[src/rtl/bus_cycle_sequencer.sv]
// T-state sequencer for opcode fetch, memory and IO machine cycles.
// Every output is decoded from the state register and the latched cycle type.
//
//   state | meaning
//   IDLE  | no cycle in progress; a valid start launches T1
//   T1    | address phase; address latch written
//   T2    | strobe phase; nWAIT sampled (IO always inserts one wait)
//   TW    | wait state; repeats while nWAIT is low
//   T3    | data phase; final state except for an opcode fetch
//   T4    | refresh phase of an opcode fetch; final state
module bus_cycle_sequencer (
   input  logic       clk,
   input  logic       reset,
   input  logic       start,
   input  logic [2:0] cycle_type,
   input  logic       nWAIT,
   input  logic       r_we,
   input  logic [7:0] r_in,
   output logic       busy,
   output logic       done,
   output logic [2:0] tstate,
   output logic       bus_ab_pin_we,
   output logic       pin_control_oe,
   output logic       bus_db_pin_re,
   output logic       bus_db_pin_oe,
   output logic       ctl_bus_db_we,
   output logic       rfsh_sel,
   output logic [7:0] r_reg,
   output logic       nM1,
   output logic       nMREQ,
   output logic       nIORQ,
   output logic       nRD,
   output logic       nWR,
   output logic       nRFSH
);

   localparam logic [2:0] S_IDLE = 3'd0;
   localparam logic [2:0] S_T1   = 3'd1;
   localparam logic [2:0] S_T2   = 3'd2;
   localparam logic [2:0] S_TW   = 3'd3;
   localparam logic [2:0] S_T3   = 3'd4;
   localparam logic [2:0] S_T4   = 3'd5;

   localparam logic [2:0] CT_FETCH = 3'd0;
   localparam logic [2:0] CT_MRD   = 3'd1;
   localparam logic [2:0] CT_MWR   = 3'd2;
   localparam logic [2:0] CT_IORD  = 3'd3;
   localparam logic [2:0] CT_IOWR  = 3'd4;

   logic [2:0] state;
   logic [2:0] state_nxt;
   logic [2:0] cyc;
   logic [2:0] cyc_nxt;
   logic       is_fetch;
   logic       is_io;
   logic       is_final;
   logic       accept;

   assign is_fetch = (cyc == CT_FETCH);
   assign is_io    = (cyc == CT_IORD) || (cyc == CT_IOWR);
   assign is_final = (state == S_T4) || ((state == S_T3) && !is_fetch);
   // Reserved cycle types never get latched, so cyc always holds a legal type.
   assign accept   = start && (cycle_type <= CT_IOWR) &&
                     ((state == S_IDLE) || is_final);

   always_comb begin
      state_nxt = state;
      cyc_nxt   = cyc;
      case (state)
         S_IDLE: state_nxt = S_IDLE;
         S_T1:   state_nxt = S_T2;
         S_T2:   state_nxt = (is_io || !nWAIT) ? S_TW : S_T3;
         S_TW:   state_nxt = nWAIT ? S_T3 : S_TW;
         S_T3:   state_nxt = is_fetch ? S_T4 : S_IDLE;
         S_T4:   state_nxt = S_IDLE;
         default: state_nxt = S_IDLE;
      endcase
      if (accept) begin
         state_nxt = S_T1;
         cyc_nxt   = cycle_type;
      end
   end

   always_ff @(posedge clk) begin
      if (reset) begin
         state <= S_IDLE;
         cyc   <= CT_FETCH;
      end else begin
         state <= state_nxt;
         cyc   <= cyc_nxt;
      end
   end

   // T4 is only reachable in a fetch and always exits on the next edge.
   always_ff @(posedge clk) begin
      if (reset) begin
         r_reg <= 8'h00;
      end else if (r_we) begin
         r_reg <= r_in;
      end else if (state == S_T4) begin
         r_reg <= {r_reg[7], r_reg[6:0] + 7'd1};
      end
   end

   always_comb begin
      tstate         = state;
      busy           = (state != S_IDLE);
      done           = is_final;
      pin_control_oe = (state != S_IDLE);
      bus_ab_pin_we  = 1'b0;
      bus_db_pin_re  = 1'b0;
      bus_db_pin_oe  = 1'b0;
      ctl_bus_db_we  = 1'b0;
      rfsh_sel       = 1'b0;
      nM1            = 1'b1;
      nMREQ          = 1'b1;
      nIORQ          = 1'b1;
      nRD            = 1'b1;
      nWR            = 1'b1;
      nRFSH          = 1'b1;
      case (state)
         S_T1: begin
            bus_ab_pin_we = 1'b1;
            case (cyc)
               CT_FETCH: begin
                  nM1   = 1'b0;
                  nMREQ = 1'b0;
                  nRD   = 1'b0;
               end
               CT_MRD: begin
                  nMREQ = 1'b0;
                  nRD   = 1'b0;
               end
               CT_MWR: begin
                  nMREQ         = 1'b0;
                  ctl_bus_db_we = 1'b1;
                  bus_db_pin_oe = 1'b1;
               end
               CT_IOWR: begin
                  ctl_bus_db_we = 1'b1;
                  bus_db_pin_oe = 1'b1;
               end
               default: ;
            endcase
         end
         S_T2, S_TW: begin
            case (cyc)
               CT_FETCH: begin
                  nM1   = 1'b0;
                  nMREQ = 1'b0;
                  nRD   = 1'b0;
               end
               CT_MRD: begin
                  nMREQ = 1'b0;
                  nRD   = 1'b0;
               end
               CT_MWR: begin
                  nMREQ         = 1'b0;
                  nWR           = 1'b0;
                  bus_db_pin_oe = 1'b1;
               end
               CT_IORD: begin
                  nIORQ = 1'b0;
                  nRD   = 1'b0;
               end
               CT_IOWR: begin
                  nIORQ         = 1'b0;
                  nWR           = 1'b0;
                  bus_db_pin_oe = 1'b1;
               end
               default: ;
            endcase
         end
         S_T3: begin
            case (cyc)
               CT_FETCH: begin
                  // Opcode is captured while the refresh address goes out.
                  bus_ab_pin_we = 1'b1;
                  nMREQ         = 1'b0;
                  nRFSH         = 1'b0;
                  rfsh_sel      = 1'b1;
                  bus_db_pin_re = 1'b1;
               end
               CT_MRD: begin
                  nMREQ         = 1'b0;
                  nRD           = 1'b0;
                  bus_db_pin_re = 1'b1;
               end
               CT_MWR: begin
                  nMREQ         = 1'b0;
                  nWR           = 1'b0;
                  bus_db_pin_oe = 1'b1;
               end
               CT_IORD: begin
                  nIORQ         = 1'b0;
                  nRD           = 1'b0;
                  bus_db_pin_re = 1'b1;
               end
               CT_IOWR: begin
                  nIORQ         = 1'b0;
                  nWR           = 1'b0;
                  bus_db_pin_oe = 1'b1;
               end
               default: ;
            endcase
         end
         S_T4: begin
            nMREQ    = 1'b0;
            nRFSH    = 1'b0;
            rfsh_sel = 1'b1;
         end
         default: ;
      endcase
   end

endmodule

[config.mk]
export PLATFORM = sky130hd
export DESIGN_NAME = bus_cycle_sequencer
export DESIGN_NICKNAME = d
export VERILOG_FILES = /design/src/rtl/bus_cycle_sequencer.sv
export SDC_FILE = /design/constraint.sdc
export NUM_CORES = 1
export LEC_CHECK = 0
export BUFFER_PORTS_ARGS = -buffer_cell sky130_fd_sc_hd__clkbuf_2
export CELL_PAD_IN_SITES_DETAIL_PLACEMENT = 0
export CELL_PAD_IN_SITES_GLOBAL_PLACEMENT = 1
export CORE_MARGIN = 2
export CORE_UTILIZATION = 35
export DETAILED_ROUTE_END_ITERATION = 16
export PLACE_DENSITY = 0.89
export RECOVER_POWER = 100
export SLEW_MARGIN = 10
export SYNTH_ARGS = -nofsm -noshare
export SYNTH_HDL_FRONTEND = slang
export SYNTH_SLANG_ARGS = --single-unit
[constraint.sdc]
create_clock -name clk -period 3.8 [get_ports clk]
set_input_delay 0.38 -clock clk [delete_from_list [all_inputs] [get_ports clk]]
set_output_delay 0.38 -clock clk [all_outputs]
set_load 0.05 [all_outputs]
=== Word-level counts from Yosys, hierarchy flattened ===
Cells that the tools add are included.

* Magnitude comparators: 1
* Div/mod/pow operators: 0
* Shift operators: 0
* Multiplexer cells: 28
* Add/sub/neg operators: 1
* Bitwise logic cells: 0
* Reductions and logical operators: 24
* Equality and inequality tests: 9
* Multiply operators: 0

{| class="wikitable"
|+ Operators by type and width
! operator !! count
|-
| $mux 1 || 17
|-
| $eq 3x2->1 const B || 4
|-
| $pmux 3 s4 || 1
|-
| $reduce_or 2->1 || 6
|-
| $reduce_or 3->1 || 4
|-
| $eq 3x3->1 const B || 3
|-
| $mux 3 || 3
|-
| $mux 8 || 1
|-
| $pmux 1 s2 || 4
|-
| $add 7x1->7 const B || 1
|-
| $mux 7 || 1
|-
| $eq 3x1->1 const B || 2
|-
| $logic_not 3->1 || 2
|-
| $logic_or 1x1->1 || 4
|-
| $reduce_or 4->1 || 1
|-
| $le 3x3->1 const B || 1
|-
| $logic_and 1x1->1 || 3
|-
| $pmux 1 s3 || 1
|-
| $reduce_bool 3->1 || 1
|-
| $logic_not 1->1 || 2
|-
| $reduce_bool 2->1 || 1
|}

* Latch bits: 0
* Bits in registers: 14
* Input bits: 16
* Logic and storage cells: 68
* RAM bits: 0
* ROM bits: 0
* Output and inout port bits: 25
* Memories: 0

=== Depth between registers and ports, before layout ===
Gate-level depths: netlist of run 1.

* Word-level depth: 7
* Depth in mapped cells: 5
* Gate-level depth less buffers: 5

=== Least setup slack after synthesis of run 1 ===
Ideal clock, no wire load.

* Kind: reg-to-output
* Start: register state[2], in the netlist tstate[2]
* End: output bus_db_pin_re
* Path buffers: 0
* Stages on the path, launching flop included: 3
* Required time: 3.420 ns
* Arrival time: 3.520 ns
* Slack: -0.100 ns
* Cells stage by stage: dfxtp_1 -> or2b_1 -> a2111oi_0

* Longest elaborated chain between the ends: 2

{| class="wikitable"
|+ RTL lines
! element !! line !! text
|-
| start: declaration || 50 || <nowiki>logic [2:0] state;</nowiki>
|-
| start signal: assignment || 89 || <nowiki>state <= state_nxt;</nowiki>
|-
| $eq 3x3->1 || 121 || <nowiki>case (state)</nowiki>
|-
| $mux 1 || 121 ||
|-
| end: declaration || 24 || <nowiki>output logic bus_db_pin_re,</nowiki>
|}

No other way between the ends.

=== Worst setup path in the final report of run 1 ===
* Start: register state[2], in the netlist tstate[2]
* End: register cyc[0]

* Longest elaborated chain between the ends: 5
* Elaborated cells between the ends (all ways): 7
* Those cells by class: eq/ne: 2; reduce/logical: 5

{| class="wikitable"
|+ RTL lines
! element !! line !! text
|-
| $eq 3x3->1 || 61 || <nowiki>assign is_final = (state == S_T4) || ((state == S_T3) && !is_fetch);</nowiki>
|-
| $logic_and 1x1->1 || 61 ||
|-
| $logic_or 1x1->1 || 61 ||
|-
| $logic_or 1x1->1 (*) || 64 || <nowiki>((state == S_IDLE) || is_final);</nowiki>
|-
| $logic_and 1x1->1 (*) || 63 || <nowiki>assign accept = start && (cycle_type <= CT_IOWR) &&</nowiki>
|-
| end signal: assignment || 90 || <nowiki>cyc <= cyc_nxt;</nowiki>
|-
| end: declaration || 52 || <nowiki>logic [2:0] cyc;</nowiki>
|}

Every way passes the cells marked *; elsewhere a longest branch is shown, timed or not.
A chain may end at the register's enable or synchronous reset.

==> flow_metrics.py, run 1 <==
metrics = {
    "run_status": {
        "status": "finished, violations left",
        "violations": "capacitance limit, slew limit",
    },
    "clock_network": {
        "postCtsHoldBufs": 0,
        "clkLatencyLatePin_ns": 0.27,
        "post_cts_buffers": 0,
        "root_buffer": "clkbuf_4",
        "htree_levels": 1,
        "cts.sinks": 14,
        "cts_tree": "yes",
        "cts_max_path_buffers": 2,
        "clkTransAtPathRegs_ns": 0.08,
        "cts_buffers": 3,
        "post_cts_resized": 0,
    },
    "sta": {
        "fmax_mhz": 370.6,
        "skew_ns": 0.004696,
        "hold_viol_final": 0,
        "tns_ns": 0,
        "fin_crit_sh_pct": 71.00,
        "fin_crit_ns": 2.698,
        "worst_pin_slew_ns": 1.696,
        "worst_hold_slack_ns": 0.3429,
        "relSlewSlack_pct": -15.96,
        "setup_violations": 0,
        "rsz0062_at_grt": "false",
        "slew_violations": 9,
    },
    "setup_path": {
        "path_max_fanout": 17,
        "arrival_ns": 2.88,
        "start_kind": "flip-flop",
        "worstSetupPathType": "flip-flop to flip-flop",
        "endpoint_kind": "flip-flop",
        "cp.required_ns": 3.98,
    },
    "global_routing": {
        "grt_pass1_wl_um": 3560,
        "antenna_found_initial": 0,
        "grt_overflow": 0,
        "grt_max_degree": 18,
        "grt_pass1_vias": 861,
        "grt.total_usage_pct": 13.86,
    },
    "synthesis": {
        "ys.flop_type": "dfxtp_1",
        "ys_ff_latch": 14,
        "synth.distinct_cells": 36,
        "synth_top_area_share_pct": 29.87,
        "yosysMostFrequentCell": "nor2_1",
        "synthTopCellsByArea": "dfxtp_1 30%, a21oi_1 6.9%, nor2_1 6.0%",
        "synth_nets": 137,
        "ys_seq_area_share_pct": 29.87,
        "ys_warn_count": 0,
        "async_reset_ff_share_pct": 0,
        "synth-edff-count": 0,
        "syn-cell-area_um2": 938.4,
        "syn_inst": 120,
        "avgSynthCellArea_um2": 7.820,
        "ys_top_cells_by_count": "15 x nor2_1, 14 x dfxtp_1, 13 x a21oi_1",
        "synth_area_leader_cell": "dfxtp_1",
    },
    "placed_design": {
        "gp_congestion": 0.8700,
        "portBuffers": 40,
        "dpl.hpwl_um": 1652,
        "place_area_um2": 1132,
    },
    "routing": {
        "drt-total-wl_um": 2125,
        "vias": 922,
        "antenna_left": 0,
        "drc": 0,
        "wl_per_cell_um": 11.49,
        "dr.pass1.iters": 4,
        "via_per_inst": 4.984,
        "dr.first_iter.drc_count": 22,
    },
    "hold_path": {
        "min_path_type": "input pin to flip-flop",
    },
    "pwr": {
        "powerDensity_nw_per_um2": 387.2,
        "p_leak_nw": 0.4708,
        "vdd_drop_max_mv": 0.2353,
    },
    "floorplan": {
        "start_util_pct": 37.54,
        "die_area_um2": 3111,
        "fp.dieW_um": 55.78,
        "num_rows": 18,
        "die_h_um": 55.78,
        "io_pins": 41,
        "core_area_um2": 2500,
    },
    "finish": {
        "largest_reg_flops": 8,
        "final_net_count": 173,
        "syn_to_final_growth_pct": 18.80,
        "drive_gt1_share_pct": 14.19,
        "fin_area_um2": 1115,
        "antenna_cells": 0,
        "n_fill_cell": 262,
    },
    "job": {
        "max-cap-violations": 1,
    },
}
worst max-delay path: stages, from the launching register on:
cell       delay [ns]
dfxtp_1          0.63
nor2b_1          0.12
a2111oi_0        1.41
a21oi_1          0.18
a211oi_1         0.27
layer usage:
layer	track usage [%]	up-vias	wire, um
met4	0.3484	0	0
li1	-	488	-
met1	16.20	405	983
met3	5.349	0	139
met2	25.17	29	1001
met5	0	-	0
metrics by stage:
stage	std cells	util, %	setup slack, ns	power (mW)
2_1_floorplan	120	-	0.5779	0.3081
3_3_place_gp	181	45.30	1.817	0.3400
3_5_place_dp	181	45.30	1.775	0.3418
4_1_cts	185	46.75	1.469	0.4449
5_1_grt	185	44.59	0.6722	0.4541
6_report	185	44.59	1.102	0.4316
cell usage in the layout (no fill, tap or decap), drive strengths merged, types with 2 or more instances in the layout:
cell type  instances
clkbuf            44
nor2              15
dfxtp             14
a21oi             13
inv                9
nand2              8
o21a               5
nor3               4
o21ai              4
mux2i              4
xor2               4
xnor2              3
nand3b             3
a211oi             3
nor2b              2
a21o               2
nand3              2
nand4b             2
a2111oi            2
area by class of cell:
type                       instances  area (um2)  share of cell area [%]
sequential                        14       280.3                   25.14
timing repair buffer              40       167.7                   15.04
clock buffer                       4       36.28                   3.255
tap                               30       37.54                   3.367
inverter                           9       33.78                   3.030
multi-input combinational         88       559.3                   50.17
kinds of logic after synthesis:
family	synth area share, %
AO/OA/AOI/OAI	23.33
XOR/XNOR	6.533
adder cells (fa/ha/maj)	1.333
buffers and inverters	8.398
flip-flops	29.87
multiplexers	5.467
AND/OR/NAND/NOR	25.07
where the power goes:
group	leakage, nW	switching [mW]	internal, mW
Clock	0.0210	0.0451	0.0582
Sequential	0.115	0.0205	0.157
Combinational	0.334	0.110	0.0414
Total	0.471	0.175	0.257
path summary, 6_finish.rpt:
kind                                start       end  slack, ns  cells after the start
worst max register to register  tstate[2]    cyc[0]       1.10                      4
worst max-delay path            tstate[2]    cyc[0]       1.10                      4
worst min register to register   r_reg[7]  r_reg[7]       0.50                      2
worst min-delay path              r_in[0]  r_reg[0]       0.34                      3
(Power assumes the default switching activity.)
==> run 2, diff against run 1 <==
--- a/config.mk
+++ b/config.mk
@@ -9,9 +9,9 @@
 export CELL_PAD_IN_SITES_DETAIL_PLACEMENT = 0
 export CELL_PAD_IN_SITES_GLOBAL_PLACEMENT = 1
 export CORE_MARGIN = 2
-export CORE_UTILIZATION = 35
+export CORE_UTILIZATION = 29
 export DETAILED_ROUTE_END_ITERATION = 16
-export PLACE_DENSITY = 0.89
+export PLACE_DENSITY = 0.79
 export RECOVER_POWER = 100
 export SLEW_MARGIN = 10
 export SYNTH_ARGS = -nofsm -noshare
==> constraint.sdc (replaced) <==
create_clock -name clk -period 2.35 [get_ports clk]
set_input_delay 0.235 -clock clk [delete_from_list [all_inputs] [get_ports clk]]
set_output_delay 0.235 -clock clk [all_outputs]
set_load 0.05 [all_outputs]
==> flow_metrics.py, run 2 (same netlist as run 1, synthesis figures left out) <==
metrics = {
    "run_status": {
        "status": "finished clean",
    },
    "global_routing": {
        "antenna_found_initial": 0,
        "grt.total_usage_pct": 13.10,
        "grt_pass1_wl_um": 3691,
        "grt_pass1_vias": 863,
        "grt_max_degree": 15,
        "grt_overflow": 0,
    },
    "sta": {
        "hold_viol_final": 0,
        "relSlewSlack_pct": 48.35,
        "setup_violations": 0,
        "fin_crit_sh_pct": 91.16,
        "skew_ns": 0.004246,
        "rsz0062_at_grt": "false",
        "fin_crit_ns": 2.142,
        "fmax_mhz": 466.8,
        "slew_violations": 0,
        "finalWorstSetupSlack_ns": 0.2078,
        "worst_pin_slew_ns": 0.7733,
    },
    "finish": {
        "seqCellArea_um2": 280.3,
        "n_fill_cell": 350,
        "fin_util_pct": 36.99,
        "layout_common_cells": "21 x clkbuf_1, 19 x clkbuf_2, 15 x nor2_1",
        "multi_input_area_um2": 551.8,
        "antenna_cells": 0,
        "syn_to_final_growth_pct": 21.33,
        "final_common_cell": "clkbuf_1",
        "drive_gt1_share_pct": 18.59,
        "final_net_count": 174,
        "largest_reg_flops": 8,
    },
    "clock_network": {
        "postCtsHoldBufs": 0,
        "cts_buffers": 3,
        "post_cts_resized": 0,
        "root_buffer": "clkbuf_4",
        "cts_max_path_buffers": 2,
        "clkTransAtPathRegs_ns": 0.09,
        "cts_tree": "yes",
        "clkLatencyLatePin_ns": 0.28,
        "htree_levels": 1,
        "post_cts_buffers": 0,
        "cts.sinks": 14,
    },
    "pwr": {
        "power_switching_share_pct": 41.06,
        "clockPowerShare_pct": 24.6,
        "vdd_drop_max_mv": 0.1946,
        "p_int_mw": 0.4144,
        "p_comb_share_pct": 35.2,
        "powerDensity_nw_per_um2": 617.6,
        "p_leak_nw": 0.4877,
        "p_seq_share_pct": 40.2,
        "net-switching-power_mw": 0.2887,
        "power_mw": 0.7032,
    },
    "routing": {
        "dr.first_iter.drc_count": 38,
        "dr.pass1.iters": 4,
        "drc": 0,
        "antenna_left": 0,
        "wl_per_cell_um": 11.39,
        "vias": 943,
        "drt-total-wl_um": 2278,
        "via_per_inst": 4.715,
    },
    "job": {
        "max-cap-violations": 0,
    },
    "setup_path": {
        "endpoint_kind": "output pin",
        "cp.required_ns": 2.12,
        "worst_r2r_path_depth": 4,
        "rr_startpoint": "tstate[0]",
        "endpoint": "rfsh_sel",
        "arrival_ns": 1.91,
        "path_max_fanout": 9,
        "critPathLaunch": "tstate[2]",
        "regToRegEndpoint": "cyc[2]",
        "reg2reg_slack_ns": 0.26,
        "worstSetupPathType": "flip-flop to output pin",
        "start_kind": "flip-flop",
    },
    "floorplan": {
        "die_h_um": 60.89,
        "start_util_pct": 30.49,
        "io_pins": 41,
        "core_area_um2": 3078,
        "num_rows": 20,
        "fp.dieW_um": 60.89,
        "die_area_um2": 3707,
    },
    "placed_design": {
        "gp_congestion": 0.8933,
        "portBuffers": 40,
        "post-place-ws_ns": 0.5040,
        "dpl.hpwl_um": 1784,
    },
    "hold_path": {
        "hp-start": "r_in[2]",
        "min_path_type": "input pin to flip-flop",
    },
}
[run 2: cell count changes in the layout (fill, tap and decap cells not counted), sizes merged]
cell | previous run | this run
buf | 0 | 1
[run 2: how the worst min path moves through the flow]
stage	end	slack [ns]	depth (start not counted)
floorplan	r_reg[1]	0.38	2
global placement	r_reg[0]	0.47	3
detailed placement	r_reg[2]	0.49	3
CTS	r_reg[2]	0.19	3
global route	r_reg[7]	0.21	3
finish	r_reg[2]	0.20	3
[run 2: layer usage]
layer	part of all wire [%]	GRT usage, %	up-vias
met5	0	0	-
met4	0	3.727	0
met3	8.5	2.559	0
met2	45	21.97	44
met1	46	17.10	413
li1	-	-	486
[run 2: worst max-delay path: stages (launching register included)]
cell      delay, ns
dfxtp_1        0.49
or2b_1         0.31
or2_2          0.32
inv_1          0.05
clkbuf_1       0.46
[run 2: cell type report]
class	count	area share [%]
inverters	9	2.967
clock buffers	4	3.187
flip-flops and latches	14	24.62
well taps	44	4.835
multi-input cells	88	48.46
repair buffers	41	15.93
[run 2: stage by stage]
step	TNS [ns]	area (um2)	hold slack, ns	std cells
floorplan	-0.03543	944.7	0.3818	120
global placement	0	1162	0.4735	196
detailed placement	0	1162	0.4872	196
CTS	0	1199	0.1918	200
global route	0	1139	0.2069	200
finish	0	1139	0.1988	200
[run 2: power by group through the flow]
stage	clock network [mW]	registers, mW	logic (mW)
final	0.173	0.282	0.248
after global routing	0.193	0.287	0.265
after CTS	0.183	0.287	0.264
after detailed placement	0	0.293	0.264
after global placement	0	0.292	0.261
after floorplan	0	0.313	0.186
